--- config.mk ---
export PLATFORM = sky130hd
export DESIGN_NAME = ssd_kypd_entry_mux
export DESIGN_NICKNAME = d
export VERILOG_FILES = /design/src/rtl/ssd_pkg.sv /design/src/rtl/ssd_hex_decode.sv /design/src/rtl/ssd_kypd_entry_mux.sv
export SDC_FILE = /design/constraint.sdc
export NUM_CORES = 1
export LEC_CHECK = 0
export BUFFER_PORTS_ARGS = -buffer_cell sky130_fd_sc_hd__buf_4
export CAP_MARGIN = 20
export CELL_PAD_IN_SITES_DETAIL_PLACEMENT = 0
export CELL_PAD_IN_SITES_GLOBAL_PLACEMENT = 1
export CORE_MARGIN = 8
export CORE_UTILIZATION = 40
export DETAILED_ROUTE_END_ITERATION = 7
export PLACE_DENSITY_LB_ADDON = 0.1
export SYNTH_ARGS = -nofsm -noshare
export SYNTH_HDL_FRONTEND = slang
export SYNTH_SLANG_ARGS = --single-unit
--- constraint.sdc ---
create_clock -name clk -period 3.1 [get_ports clk]
set_input_delay 0.155 -clock clk [delete_from_list [all_inputs] [get_ports clk]]
set_output_delay 0.155 -clock clk [all_outputs]
set_load 0.01 [all_outputs]
--- src/rtl/ssd_pkg.sv ---
// Shared types and the 7-segment pattern table for the keypad-entry display path.
package ssd_pkg;

    typedef logic [3:0] nibble_t;
    typedef logic [6:0] seg_t;

    localparam seg_t SEG_BLANK = 7'h00;

    // Segment order is {g,f,e,d,c,b,a}, active-high, indexed by hex value.
    localparam seg_t SEG_LUT [16] = '{
        7'h3F, 7'h06, 7'h5B, 7'h4F, 7'h66, 7'h6D, 7'h7D, 7'h07,
        7'h7F, 7'h6F, 7'h77, 7'h7C, 7'h39, 7'h5E, 7'h79, 7'h71
    };

endpackage

--- src/rtl/ssd_hex_decode.sv ---
// Combinational hex nibble to 7-segment pattern decoder.
module ssd_hex_decode
    import ssd_pkg::*;
(
    input  logic [3:0] hex,
    output logic [6:0] seg
);

    // Table lookup covers all 16 codes, so no fall-through value is needed.
    always_comb begin
        seg = SEG_LUT[hex];
    end

endmodule

--- src/rtl/ssd_kypd_entry_mux.sv ---
// N-digit keypad entry buffer multiplexed onto a shared 7-segment bus.
// Optional macro LEADING_ZERO_BLANK_EN blanks digits not yet entered.
module ssd_kypd_entry_mux
    import ssd_pkg::*;
#(
    parameter int         NUM_DIGITS  = 2,
    parameter int         REFRESH_DIV = 100_000,
    parameter logic [3:0] CLR_KEY     = 4'hC,
    parameter logic [3:0] BKSP_KEY    = 4'hB
) (
    input  logic                             clk,
    input  logic                             rst_n,
    input  logic [3:0]                       key_code,
    input  logic                             key_valid,
    input  logic                             scan_en,
    input  logic                             step_pulse,
    output logic [6:0]                       seg,
    output logic [NUM_DIGITS-1:0]            dig_sel,
    output logic [4*NUM_DIGITS-1:0]          buf_val,
    output logic [$clog2(NUM_DIGITS+1)-1:0]  entry_cnt
);

    localparam int CNT_W = $clog2(NUM_DIGITS + 1);
    localparam int IDX_W = $clog2(NUM_DIGITS);
    localparam int REF_W = $clog2(REFRESH_DIV);
    localparam int BUF_W = 4 * NUM_DIGITS;

    localparam logic [CNT_W-1:0]      CNT_ZERO = {CNT_W{1'b0}};
    localparam logic [CNT_W-1:0]      CNT_ONE  = CNT_W'(1);
    localparam logic [CNT_W-1:0]      CNT_MAX  = CNT_W'(NUM_DIGITS);
    localparam logic [IDX_W-1:0]      IDX_ZERO = {IDX_W{1'b0}};
    localparam logic [IDX_W-1:0]      IDX_ONE  = IDX_W'(1);
    localparam logic [IDX_W-1:0]      IDX_LAST = IDX_W'(NUM_DIGITS - 1);
    localparam logic [REF_W-1:0]      REF_ZERO = {REF_W{1'b0}};
    localparam logic [REF_W-1:0]      REF_ONE  = REF_W'(1);
    localparam logic [REF_W-1:0]      REF_LAST = REF_W'(REFRESH_DIV - 1);
    localparam logic [NUM_DIGITS-1:0] SEL_ONE  = NUM_DIGITS'(1);
`ifdef LEADING_ZERO_BLANK_EN
    localparam seg_t SEG_RST = SEG_BLANK;
`else
    localparam seg_t SEG_RST = SEG_LUT[0];
`endif

    logic                  key_valid_q_r;
    logic [BUF_W-1:0]      buf_r;
    logic [CNT_W-1:0]      cnt_r;
    logic [IDX_W-1:0]      idx_r;
    logic [REF_W-1:0]      refresh_r;
    logic [NUM_DIGITS-1:0] dig_sel_r;
    seg_t                  seg_r;

    logic                  key_evt_s;
    logic                  adv_s;
    logic [BUF_W-1:0]      buf_nxt_s;
    logic [CNT_W-1:0]      cnt_nxt_s;
    logic [IDX_W-1:0]      idx_nxt_s;
    logic [REF_W-1:0]      refresh_nxt_s;
    logic [NUM_DIGITS-1:0] dig_sel_nxt_s;
    logic [3:0]            dig_nib_s;
    seg_t                  dig_seg_s;
    logic                  blank_s;
    seg_t                  seg_nxt_s;

    assign key_evt_s = key_valid & ~key_valid_q_r;

    // Buffer and entry count update on a key press edge.
    always_comb begin
        buf_nxt_s = buf_r;
        cnt_nxt_s = cnt_r;
        if (key_evt_s) begin
            if (key_code == CLR_KEY) begin
                buf_nxt_s = {BUF_W{1'b0}};
                cnt_nxt_s = CNT_ZERO;
            end else if (key_code == BKSP_KEY) begin
                buf_nxt_s = {4'h0, buf_r[BUF_W-1:4]};
                cnt_nxt_s = (cnt_r == CNT_ZERO) ? CNT_ZERO : (cnt_r - CNT_ONE);
            end else begin
                buf_nxt_s = {buf_r[BUF_W-5:0], key_code};
                cnt_nxt_s = (cnt_r == CNT_MAX) ? CNT_MAX : (cnt_r + CNT_ONE);
            end
        end else begin
            buf_nxt_s = buf_r;
            cnt_nxt_s = cnt_r;
        end
    end

    // Digit advance: dwell counter in auto-scan, step pulses otherwise.
    always_comb begin
        refresh_nxt_s = REF_ZERO;
        adv_s         = 1'b0;
        if (scan_en) begin
            if (refresh_r == REF_LAST) begin
                refresh_nxt_s = REF_ZERO;
                adv_s         = 1'b1;
            end else begin
                refresh_nxt_s = refresh_r + REF_ONE;
                adv_s         = 1'b0;
            end
        end else begin
            refresh_nxt_s = REF_ZERO;
            adv_s         = step_pulse;
        end
    end

    // Digit index with wrap back to digit 0.
    always_comb begin
        idx_nxt_s = idx_r;
        if (adv_s) begin
            idx_nxt_s = (idx_r == IDX_LAST) ? IDX_ZERO : (idx_r + IDX_ONE);
        end else begin
            idx_nxt_s = idx_r;
        end
    end

    // Outputs are built from next-state values so select and segments move together.
    assign dig_sel_nxt_s = SEL_ONE << idx_nxt_s;
    assign dig_nib_s     = buf_nxt_s[{idx_nxt_s, 2'b00} +: 4];

    ssd_hex_decode u_hex_decode (
        .hex (dig_nib_s),
        .seg (dig_seg_s)
    );

`ifdef LEADING_ZERO_BLANK_EN
    // Digits above the entered count are dark; digit 0 only when nothing is entered.
    always_comb begin
        blank_s = 1'b0;
        if (idx_nxt_s == IDX_ZERO) begin
            blank_s = (cnt_nxt_s == CNT_ZERO);
        end else begin
            blank_s = (32'(idx_nxt_s) >= 32'(cnt_nxt_s));
        end
    end
`else
    assign blank_s = 1'b0;
`endif

    assign seg_nxt_s = blank_s ? SEG_BLANK : dig_seg_s;

    // State and output registers; key history resets high to ignore a held key.
    always_ff @(posedge clk or negedge rst_n) begin
        if (!rst_n) begin
            key_valid_q_r <= 1'b1;
            buf_r         <= {BUF_W{1'b0}};
            cnt_r         <= CNT_ZERO;
            idx_r         <= IDX_ZERO;
            refresh_r     <= REF_ZERO;
            dig_sel_r     <= SEL_ONE;
            seg_r         <= SEG_RST;
        end else begin
            key_valid_q_r <= key_valid;
            buf_r         <= buf_nxt_s;
            cnt_r         <= cnt_nxt_s;
            idx_r         <= idx_nxt_s;
            refresh_r     <= refresh_nxt_s;
            dig_sel_r     <= dig_sel_nxt_s;
            seg_r         <= seg_nxt_s;
        end
    end

    assign seg       = seg_r;
    assign dig_sel   = dig_sel_r;
    assign buf_val   = buf_r;
    assign entry_cnt = cnt_r;

endmodule

==> results.json, run 1 <==
{
  "post-cts-setup-buffers": 0,
  "die_area_um2": 8025,
  "p_leak_nw": 1.196,
  "initial_core_util_pct": 41.87,
  "synth_nets": 238,
  "drt-pass1-iter-count": 4,
  "synth_area_per_cell_um2": 9.935,
  "max_slew_margin_pct": 60.78,
  "tns_ns": 0,
  "syn_area_um2": 2166,
  "drc": 0,
  "wire_per_inst_um": 15.70,
  "die_x_um": 89.59,
  "grt_antenna_before_repair": 0,
  "gp_congestion": 0.8158,
  "yosys_register_bits": 37,
  "cts_tree": "done",
  "yosys-top-cells-area": "dfrtp_1, dfstp_2, ha_1",
  "cts_buffer_depth": 2,
  "rows": 26,
  "post-route-min-period_ns": 2.917,
  "placed_cell_area_um2": 2474,
  "cts_buffers": 5,
  "endpoint_kind": "flop",
  "area_delta_synth_final_pct": 21.32,
  "clock_latency_ns": 0.30,
  "io_pins": 28,
  "grt.met1_usage_pct": 17.22,
  "crit_required_ns": 3.31,
  "stdcell_area_um2": 2628,
  "synth_edf_count": 0,
  "die_y_um": 89.59,
  "post-route-period-util_pct": 94.10,
  "synthCells": 218,
  "hold_violations": 0,
  "worstMarginPinSlew_ns": 0.5883,
  "drv.max_cap_violation_count": 0,
  "place_hpwl_um": 3695,
  "avgViaCountPerCell": 5.412,
  "nNetsFinal": 274,
  "crit_arrival_ns": 3.13,
  "track_usage_pct": 14.13,
  "async_flop_share_pct": 100.0,
  "fin_skew_ns": 0.009146,
  "slew_violations": 0,
  "hold_class": "input port to flop",
  "port_buffers": 27,
  "grt_max_degree": 38,
  "crit_type": "flop to flop",
  "cp-start-kind": "flop",
  "finalSetupViolations": 0,
  "timing.fmax_mhz": 342.8,
  "status": "finished, final reports clean",
  "ys_seq_area_share_pct": 43.21,
  "coreArea_um2": 5172,
  "antennaDiodeCount": 0,
  "use_met3_pct": 3.094,
  "synth_top_area_share_pct": 33.51,
  "htreeDepth": 2,
  "use_met2_pct": 23.73,
  "grt_pass1_wl_um": 8769,
  "power_density_nw_per_um2": 734.4,
  "yosysTopAreaCell": "dfrtp_1",
  "fillers": 487,
  "cts.sinks": 37,
  "path_max_fanout": 6,
  "clock-root-buffer": "clkbuf_8",
  "grt_pass1_vias": 1813,
  "vias": 1759,
  "synthDistinctLibCells": 52,
  "ys_warn_count": 0,
  "ant_nets": 0,
  "drt-total-wl_um": 5101,
  "clk_pin_slew_ns": 0.09,
  "rsz0062_at_grt": "no",
  "first_iter_violations": 83,
  "grt_overflow_total": 0,
  "vdd_drop_max_mv": 0.4217,
  "synth_ff_type": "dfrtp_1",
  "grt_busiest_layer": "met2",
  "drive_gt1_share_pct": 23.53
}
[cell usage in the layout, fill, tap and decap left out, drive strengths merged, types with 10 or more instances in the layout]
cell type  synthesis  layout
nor2              22      22
nand2             13      13
inv               15      15
ha                11      11
xor2              10      10
buf                3      35
mux2i             10      10
dfrtp             29      29
nand3             10      10
[cell families (layout without fill, tap and decap cells)]
logic type | count (synthesis) | count (layout) | share of synthesized area, %
simple gates | 71 | 71 | 16.81
compound gates | 48 | 48 | 15.89
flops | 37 | 37 | 43.21
buf+inv | 23 | 60 | 4.564
xor+xnor | 16 | 16 | 7.337
mux | 12 | 12 | 5.835
fa+ha+maj | 11 | 11 | 6.355
[sequential cells by signal, summed over array words and instances, names as in the netlist]
signal,count
refresh_r,17
entry_cnt,2
seg,7
dig_sel,2
key_valid_q_r,1
buf_val,8
[synth_stat cells (2+ instances only)]
library cell	count
o311a_1	2
dfrtp_1	29
mux2_2	2
nand4_1	6
o21bai_1	2
a41oi_1	2
mux2i_1	9
a31oi_1	7
ha_1	11
a22oi_1	2
xor2_1	10
a21oi_1	8
xnor2_1	5
or4b_1	2
inv_1	15
o2111ai_1	2
clkbuf_1	5
nor2_1	22
nand2_1	13
o21ai_0	4
nand3_1	10
nand2b_1	4
and2_1	2
o221ai_1	2
o22ai_1	5
a32oi_1	2
nor3_1	3
dfstp_2	8
[path summary, 6_finish.rpt]
path	from	endpoint	slack (ns)	depth (start not counted)
setup / recovery	refresh_r[13]	seg[1]	0.18	10
hold / removal	scan_en	refresh_r[2]	0.12	2
setup reg to reg	refresh_r[13]	seg[1]	0.18	10
hold reg to reg	refresh_r[0]	refresh_r[0]	0.53	1
max in group asynchronous	rst_n	seg[2]	2.38	2
min in group asynchronous	rst_n	entry_cnt[0]	0.36	2
[layer usage]
layer	up-vias	wire length, µm
met1	852	2308
met4	0	62
met3	8	188
met2	28	2540
met5	-	0
li1	871	-
[critical path: stages, from the launching register on]
cell and delay (ns):
dfrtp_1 0.43, or4b_1 0.57, nor4_4 0.30, mux2i_2 0.15, xnor2_4 0.28, nor2_1 0.13
a31oi_1 0.17, ha_2 0.30, a32o_1 0.22, a311oi_2 0.18, o22ai_1 0.12
[power breakdown]
group / internal [mW] / leakage (nW) / switching, mW
combinational: 0.391 / 0.672 / 0.434
clock: 0.241 / 0.0543 / 0.194
sequential: 0.598 / 0.469 / 0.0721
[final cells by class]
type	instances	area, µm²	share of cell area, %
clock buffer	5	68.82	2.619
clock inverter	3	46.29	1.762
inverter	15	56.30	2.143
multi-input combinational	158	1146	43.62
sequential	37	935.9	35.62
tap	70	87.58	3.333
timing repair buffer	37	286.5	10.90
[repair_timing]
item	4_1_cts	5_1_grt
hold endpoints to repair	30	0
gates resized for setup	0	5
endpoints found under the setup margin	0	3
hold buffers	2	0
[through the flow]
step | hold WS, ns | util (%) | std cells | setup WS [ns] | total power [mW]
finish | 0.1192 | 50.80 | 325 | 0.1830 | 1.930
CTS | 0.1213 | 50.44 | 325 | 0.1626 | 1.933
global placement | 0.1520 | 47.82 | 315 | 0.2367 | 1.487
floorplan | -0.1406 | - | 218 | 0.05547 | 1.202
global route | 0.1287 | 50.80 | 325 | 0.01097 | 2.067
detailed placement | 0.1549 | 47.82 | 315 | 0.1944 | 1.485
Note: power is estimated with default switching activity, not from simulation.
==> run 2: changes to the inputs <==
--- a/config.mk
+++ b/config.mk
@@ -15,4 +15,5 @@
 export PLACE_DENSITY_LB_ADDON = 0.1
 export SYNTH_ARGS = -nofsm -noshare
 export SYNTH_HDL_FRONTEND = slang
+export SYNTH_HIERARCHICAL = 1
 export SYNTH_SLANG_ARGS = --single-unit
==> run 2 against run 1 <==
Net effect:
- synthesized cell count shrank 17%
- combinational power shrank 25%
- die area shrank 8.4%
- non-clock buffer count shrank 3
- global-route usage shrank 1.5 points
- core utilization shrank 0.28 points
- largest cell class unchanged
- largest power group is now sequential cells
==> results.json, run 2 <==
{
  "ys_warn_count": 6,
  "io_pins": 28,
  "finalPower_mw": 1.643,
  "avgViaCountPerCell": 4.951,
  "clock_latency_ns": 0.29,
  "clock-root-buffer": "clkbuf_8",
  "drc": 0,
  "rsz0062_at_grt": "no",
  "use_met2_pct": 18.41,
  "ant_nets": 0,
  "hold_class": "input port to flop",
  "vdd_drop_max_mv": 0.3578,
  "max_slew_margin_pct": 67.15,
  "synthCells": 181,
  "slew_violations": 0,
  "cts_tree": "done",
  "cp-start-kind": "flop",
  "grt.met1_usage_pct": 16.56,
  "crit_arrival_ns": 3.22,
  "wire_per_inst_um": 14.43,
  "async_flop_share_pct": 100.0,
  "grt_max_degree": 38,
  "antennaDiodeCount": 0,
  "placed_cell_area_um2": 2238,
  "finalSetupViolations": 0,
  "die_y_um": 85.74,
  "grt_antenna_before_repair": 0,
  "clk_pin_slew_ns": 0.07,
  "use_met3_pct": 4.298,
  "ys_seq_area_share_pct": 48.10,
  "syn_area_um2": 1946,
  "r2r_slack_ns": 0.09,
  "rows": 25,
  "drt-pass1-iter-count": 4,
  "synth_top_area_share_pct": 37.30,
  "final_cell_mix": "buf_4, dfrtp_1, nor2_1",
  "first_iter_violations": 81,
  "status": "finished, final reports clean",
  "die_x_um": 85.74,
  "rr_endpoint": "seg[3]",
  "synthDistinctLibCells": 45,
  "whs_ns": 0.1389,
  "port_buffers": 27,
  "stdcell_area_um2": 2386,
  "hold_violations": 0,
  "rr_worst_depth": 8,
  "yosys_register_bits": 37,
  "cts_buffer_depth": 2,
  "crit_type": "flop to flop",
  "p_leak_nw": 1.080,
  "synth_area_per_cell_um2": 10.75,
  "cts_buffers": 5,
  "grt_busiest_layer": "met2",
  "synth_commonest_cells": "dfrtp_1, nor2_1, nand2_1",
  "timing.fmax_mhz": 332.5,
  "post-cts-setup-buffers": 0,
  "power_density_nw_per_um2": 688.5,
  "track_usage_pct": 12.60,
  "worstHoldStart": "scan_en",
  "setup_slack_ns": 0.09291,
  "crit_required_ns": 3.31,
  "coreArea_um2": 4723,
  "drt-total-wl_um": 4112,
  "post-route-period-util_pct": 97.00,
  "fin_util_pct": 50.52,
  "yosys-top-cells-area": "dfrtp_1, dfstp_2, ha_1",
  "die_area_um2": 7351,
  "drive_gt1_share_pct": 28.44,
  "synth.most_common_cell": "dfrtp_1",
  "path_max_fanout": 4,
  "synth_edf_count": 0,
  "tns_ns": 0,
  "grt_overflow_total": 0,
  "post-route-min-period_ns": 3.007,
  "yosysTopAreaCell": "dfrtp_1",
  "worstMarginPinSlew_ns": 0.4886,
  "place_hpwl_um": 3008,
  "nNetsFinal": 237,
  "largest-register": "refresh_r",
  "synth_nets": 201,
  "fin_skew_ns": 0.006784,
  "htreeDepth": 2,
  "grt_pass1_wl_um": 7431,
  "drv.max_cap_violation_count": 0,
  "area_delta_synth_final_pct": 22.64,
  "synth_ff_type": "dfrtp_1",
  "endpoint_kind": "flop",
  "holdPathEnd": "refresh_r[2]",
  "dp.cells": 275,
  "gp_congestion": 0.8953,
  "fillers": 429,
  "initial_core_util_pct": 41.19,
  "cts.sinks": 37,
  "vias": 1411,
  "min_path_cells": 2,
  "final_common_cell": "buf_4",
  "pre_cts_ws_ns": -0.004148,
  "r2r_start": "refresh_r[11]",
  "fin_cells": 285,
  "largest_reg_flops": 17,
  "grt_pass1_vias": 1528
}
## run 2: layout make-up
type | count | area (µm²) | share of cell area (%)
clock inverter | 1 | 5.005 | 0.2098
tap | 67 | 83.83 | 3.513
sequential | 37 | 935.9 | 39.22
clock buffer | 7 | 96.34 | 4.038
multi-input combinational | 129 | 967.2 | 40.53
inverter | 10 | 37.54 | 1.573
timing repair buffer | 34 | 260.3 | 10.91
## run 2: worst max-delay path by stage
stage,from,end,slack [ns],cells past startpoint
2_1_floorplan,refresh_r[12],seg[3],0.05,9
3_3_place_gp,refresh_r[11],seg[3],0.11,9
3_5_place_dp,refresh_r[11],seg[3],-0.004,9
5_1_grt,refresh_r[11],seg[3],0.01,8
6_report,refresh_r[11],seg[3],0.09,8
4_1_cts,refresh_r[11],seg[3],0.02,9
## run 2: timing repair
item                                    4_1_cts  5_1_grt
hold endpoints to repair                     30        0
endpoints found under the setup margin        1        3
resized for setup                             1        8
pin swaps                                     0        1
hold buffers                                  2        0
## run 2: metal layers
| layer | share of wire, % | up-vias |
|---|---|---|
| met4 | 1.6 | 0 |
| met1 | 49 | 695 |
| met2 | 44 | 20 |
| met3 | 5.4 | 6 |
| met5 | 0 | - |
| li1 | - | 690 |
## run 2: cells by family after synthesis
family,after synthesis,synth area share (%)
simple gates,69,17.94
buf+inv,15,3.537
fa+ha+maj,11,7.074
flops,37,48.10
compound gates,20,7.588
mux,13,8.167
xor+xnor,16,7.588
## run 2: report_power, final
part | switching, mW | total [mW] | internal, mW | leakage, nW
logic | 0.306 | 0.622 | 0.316 | 0.556
registers | 0.0505 | 0.649 | 0.598 | 0.469
clock network | 0.171 | 0.372 | 0.201 | 0.0542
total | 0.527 | 1.64 | 1.12 | 1.08
## run 2: critical path, stage by stage, from the launching register on
cell and delay (ns):
dfrtp_1 0.41, or4b_1 0.50, or4_4 0.46, a21oi_4 0.18
xnor2_2 0.15, mux2_1 0.39, inv_2 0.10, ha_1 0.25
mux4_1 0.49
==> run 3: changes to the inputs <==
--- a/config.mk
+++ b/config.mk
@@ -9,7 +9,7 @@
 export CAP_MARGIN = 20
 export CELL_PAD_IN_SITES_DETAIL_PLACEMENT = 0
 export CELL_PAD_IN_SITES_GLOBAL_PLACEMENT = 1
-export CORE_MARGIN = 8
+export CORE_MARGIN = 2
 export CORE_UTILIZATION = 40
 export DETAILED_ROUTE_END_ITERATION = 7
 export PLACE_DENSITY_LB_ADDON = 0.1
==> run 3 against run 2 <==
Net effect:
- power down 0.35%
- flip-flop and latch count did not move
- combinational power about the same
- hold slack worse by 0.0065 ns
- sequential share of layout area is the same
- fmax up 0.13%
- die area down 26%
- register-to-register slack barely moved
- highest routed layer unchanged
==> results.json, run 3 (same netlist as run 2, synthesis figures left out) <==
{
  "cp-start-kind": "flop",
  "rows": 25,
  "timing.fmax_mhz": 333.0,
  "post-route-period-util_pct": 96.87,
  "rr_worst_depth": 8,
  "antennaDiodeCount": 0,
  "die_y_um": 73.74,
  "drv.max_cap_violation_count": 0,
  "p_switching_mw": 0.5186,
  "crit_arrival_ns": 3.20,
  "min_path_cells": 2,
  "vdd_drop_max_mv": 0.3988,
  "avgViaCountPerCell": 5.182,
  "first_iter_violations": 58,
  "hold_class": "input port to flop",
  "wire_per_inst_um": 14.39,
  "ant_nets": 0,
  "die_x_um": 73.74,
  "coreArea_um2": 4692,
  "drc": 0,
  "area_delta_synth_final_pct": 22.64,
  "r2r_start": "refresh_r[11]",
  "clk_pin_slew_ns": 0.08,
  "grt_antenna_before_repair": 0,
  "clock_latency_ns": 0.29,
  "crit_type": "flop to flop",
  "fin_util_pct": 50.85,
  "p_clk_share_pct": 22.6,
  "drive_gt1_share_pct": 29.09,
  "worstHoldStart": "scan_en",
  "comb_power_share_pct": 37.8,
  "place_hpwl_um": 2811,
  "io_pins": 28,
  "initial_core_util_pct": 41.47,
  "critPathLaunch": "refresh_r[11]",
  "endpoint_kind": "flop",
  "cts.sinks": 37,
  "crit_required_ns": 3.30,
  "nNetsFinal": 239,
  "rr_endpoint": "seg[3]",
  "clock-root-buffer": "clkbuf_8",
  "rsz0062_at_grt": "no",
  "largest_reg_flops": 17,
  "track_usage_pct": 16.37,
  "cts_buffers": 5,
  "p_int_mw": 1.118,
  "holdPathEnd": "refresh_r[4]",
  "drt-pass1-iter-count": 4,
  "path_max_fanout": 4,
  "tns_ns": 0,
  "vias": 1420,
  "gp_congestion": 0.8121,
  "post-cts-setup-buffers": 0,
  "largest-register": "refresh_r",
  "final_common_cell": "buf_4",
  "finalSetupViolations": 0,
  "p_leak_nw": 1.094,
  "pwr-share-seq_pct": 39.5,
  "hold_violations": 0,
  "status": "finished, final reports clean",
  "grt_overflow_total": 0,
  "grt_max_degree": 38,
  "switching_share_pct": 31.68,
  "cts_buffer_depth": 2,
  "drt-total-wl_um": 3943,
  "final_cell_mix": "buf_4, dfrtp_1, nor2_1",
  "post-route-min-period_ns": 3.003,
  "cts_tree": "done",
  "die_area_um2": 5438,
  "grt_pass1_vias": 1477,
  "fin_skew_ns": 0.01047,
  "port_buffers": 27,
  "max_slew_margin_pct": 63.83,
  "r2r_slack_ns": 0.1,
  "grt_pass1_wl_um": 6706,
  "htreeDepth": 2,
  "worstMarginPinSlew_ns": 0.5379,
  "slew_violations": 0,
  "power_density_nw_per_um2": 686.1
}
==> run 3: worst max-delay path, cell delays in order (launching register included) <==
cell     delay [ns]
dfrtp_1        0.41
or4b_1         0.49
or4_4          0.46
a21oi_4        0.18
xnor2_2        0.18
mux2_4         0.34
inv_2          0.10
ha_1           0.25
mux4_1         0.50
==> run 3: metrics by stage <==
step	worst slack (ns)	instance area [µm²]	instances	power, mW	hold slack, ns
detailed placement	0.04750	2237	264	1.250	0.1409
global placement	0.1022	2237	264	1.230	0.1406
finish	0.09691	2386	274	1.637	0.1324
floorplan	0.05169	1946	181	1.021	-0.1406
global route	0.005947	2386	274	1.754	0.1301
CTS	0.02028	2359	274	1.632	0.1141
==> run 3: how the worst max path moves through the flow <==
stage / endpoint / cells after the start / slack [ns]
5_1_grt: seg[3] / 8 / 0.006
3_3_place_gp: seg[3] / 9 / 0.10
2_1_floorplan: seg[3] / 9 / 0.05
6_report: seg[3] / 8 / 0.1
4_1_cts: seg[3] / 8 / 0.02
3_5_place_dp: seg[3] / 9 / 0.05
==> run 3: repair_timing <==
item,4_1_cts,5_1_grt
resized for setup,0,10
hold buffers,2,0
endpoints found under the hold margin,30,0
endpoints found under the setup margin,0,2
==> run 3: power by group through the flow <==
| stage | logic, mW | clock network (mW) | registers (mW) |
|---|---|---|---|
| floorplan | 0.332 | 0 | 0.689 |
| global placement | 0.576 | 0 | 0.655 |
| detailed placement | 0.592 | 0 | 0.658 |
| CTS | 0.598 | 0.386 | 0.648 |
| global route | 0.687 | 0.409 | 0.657 |
| finish | 0.619 | 0.371 | 0.647 |
==> run 3: per-layer routing <==
metal  wire length [µm]  share of wire [%]  up-vias  global-route usage [%]
li1                   -                  -      699                       -
met1               1762                 45      682                   19.35
met2               2012                 51       32                   27.98
met3                103                2.6        7                   4.664
met4                 65                1.6        0                   6.263
met5                  0                  0        -                       0
==> run 3: final cells by class <==
type	count	area, µm²
flip-flops and latches	37	935.9
repair buffers	36	275.3
well taps	54	67.56
multi-input cells	129	968.4
clock buffers	7	96.34
clock inverters	1	5.005
fillers	428	2306
inverters	10	37.54
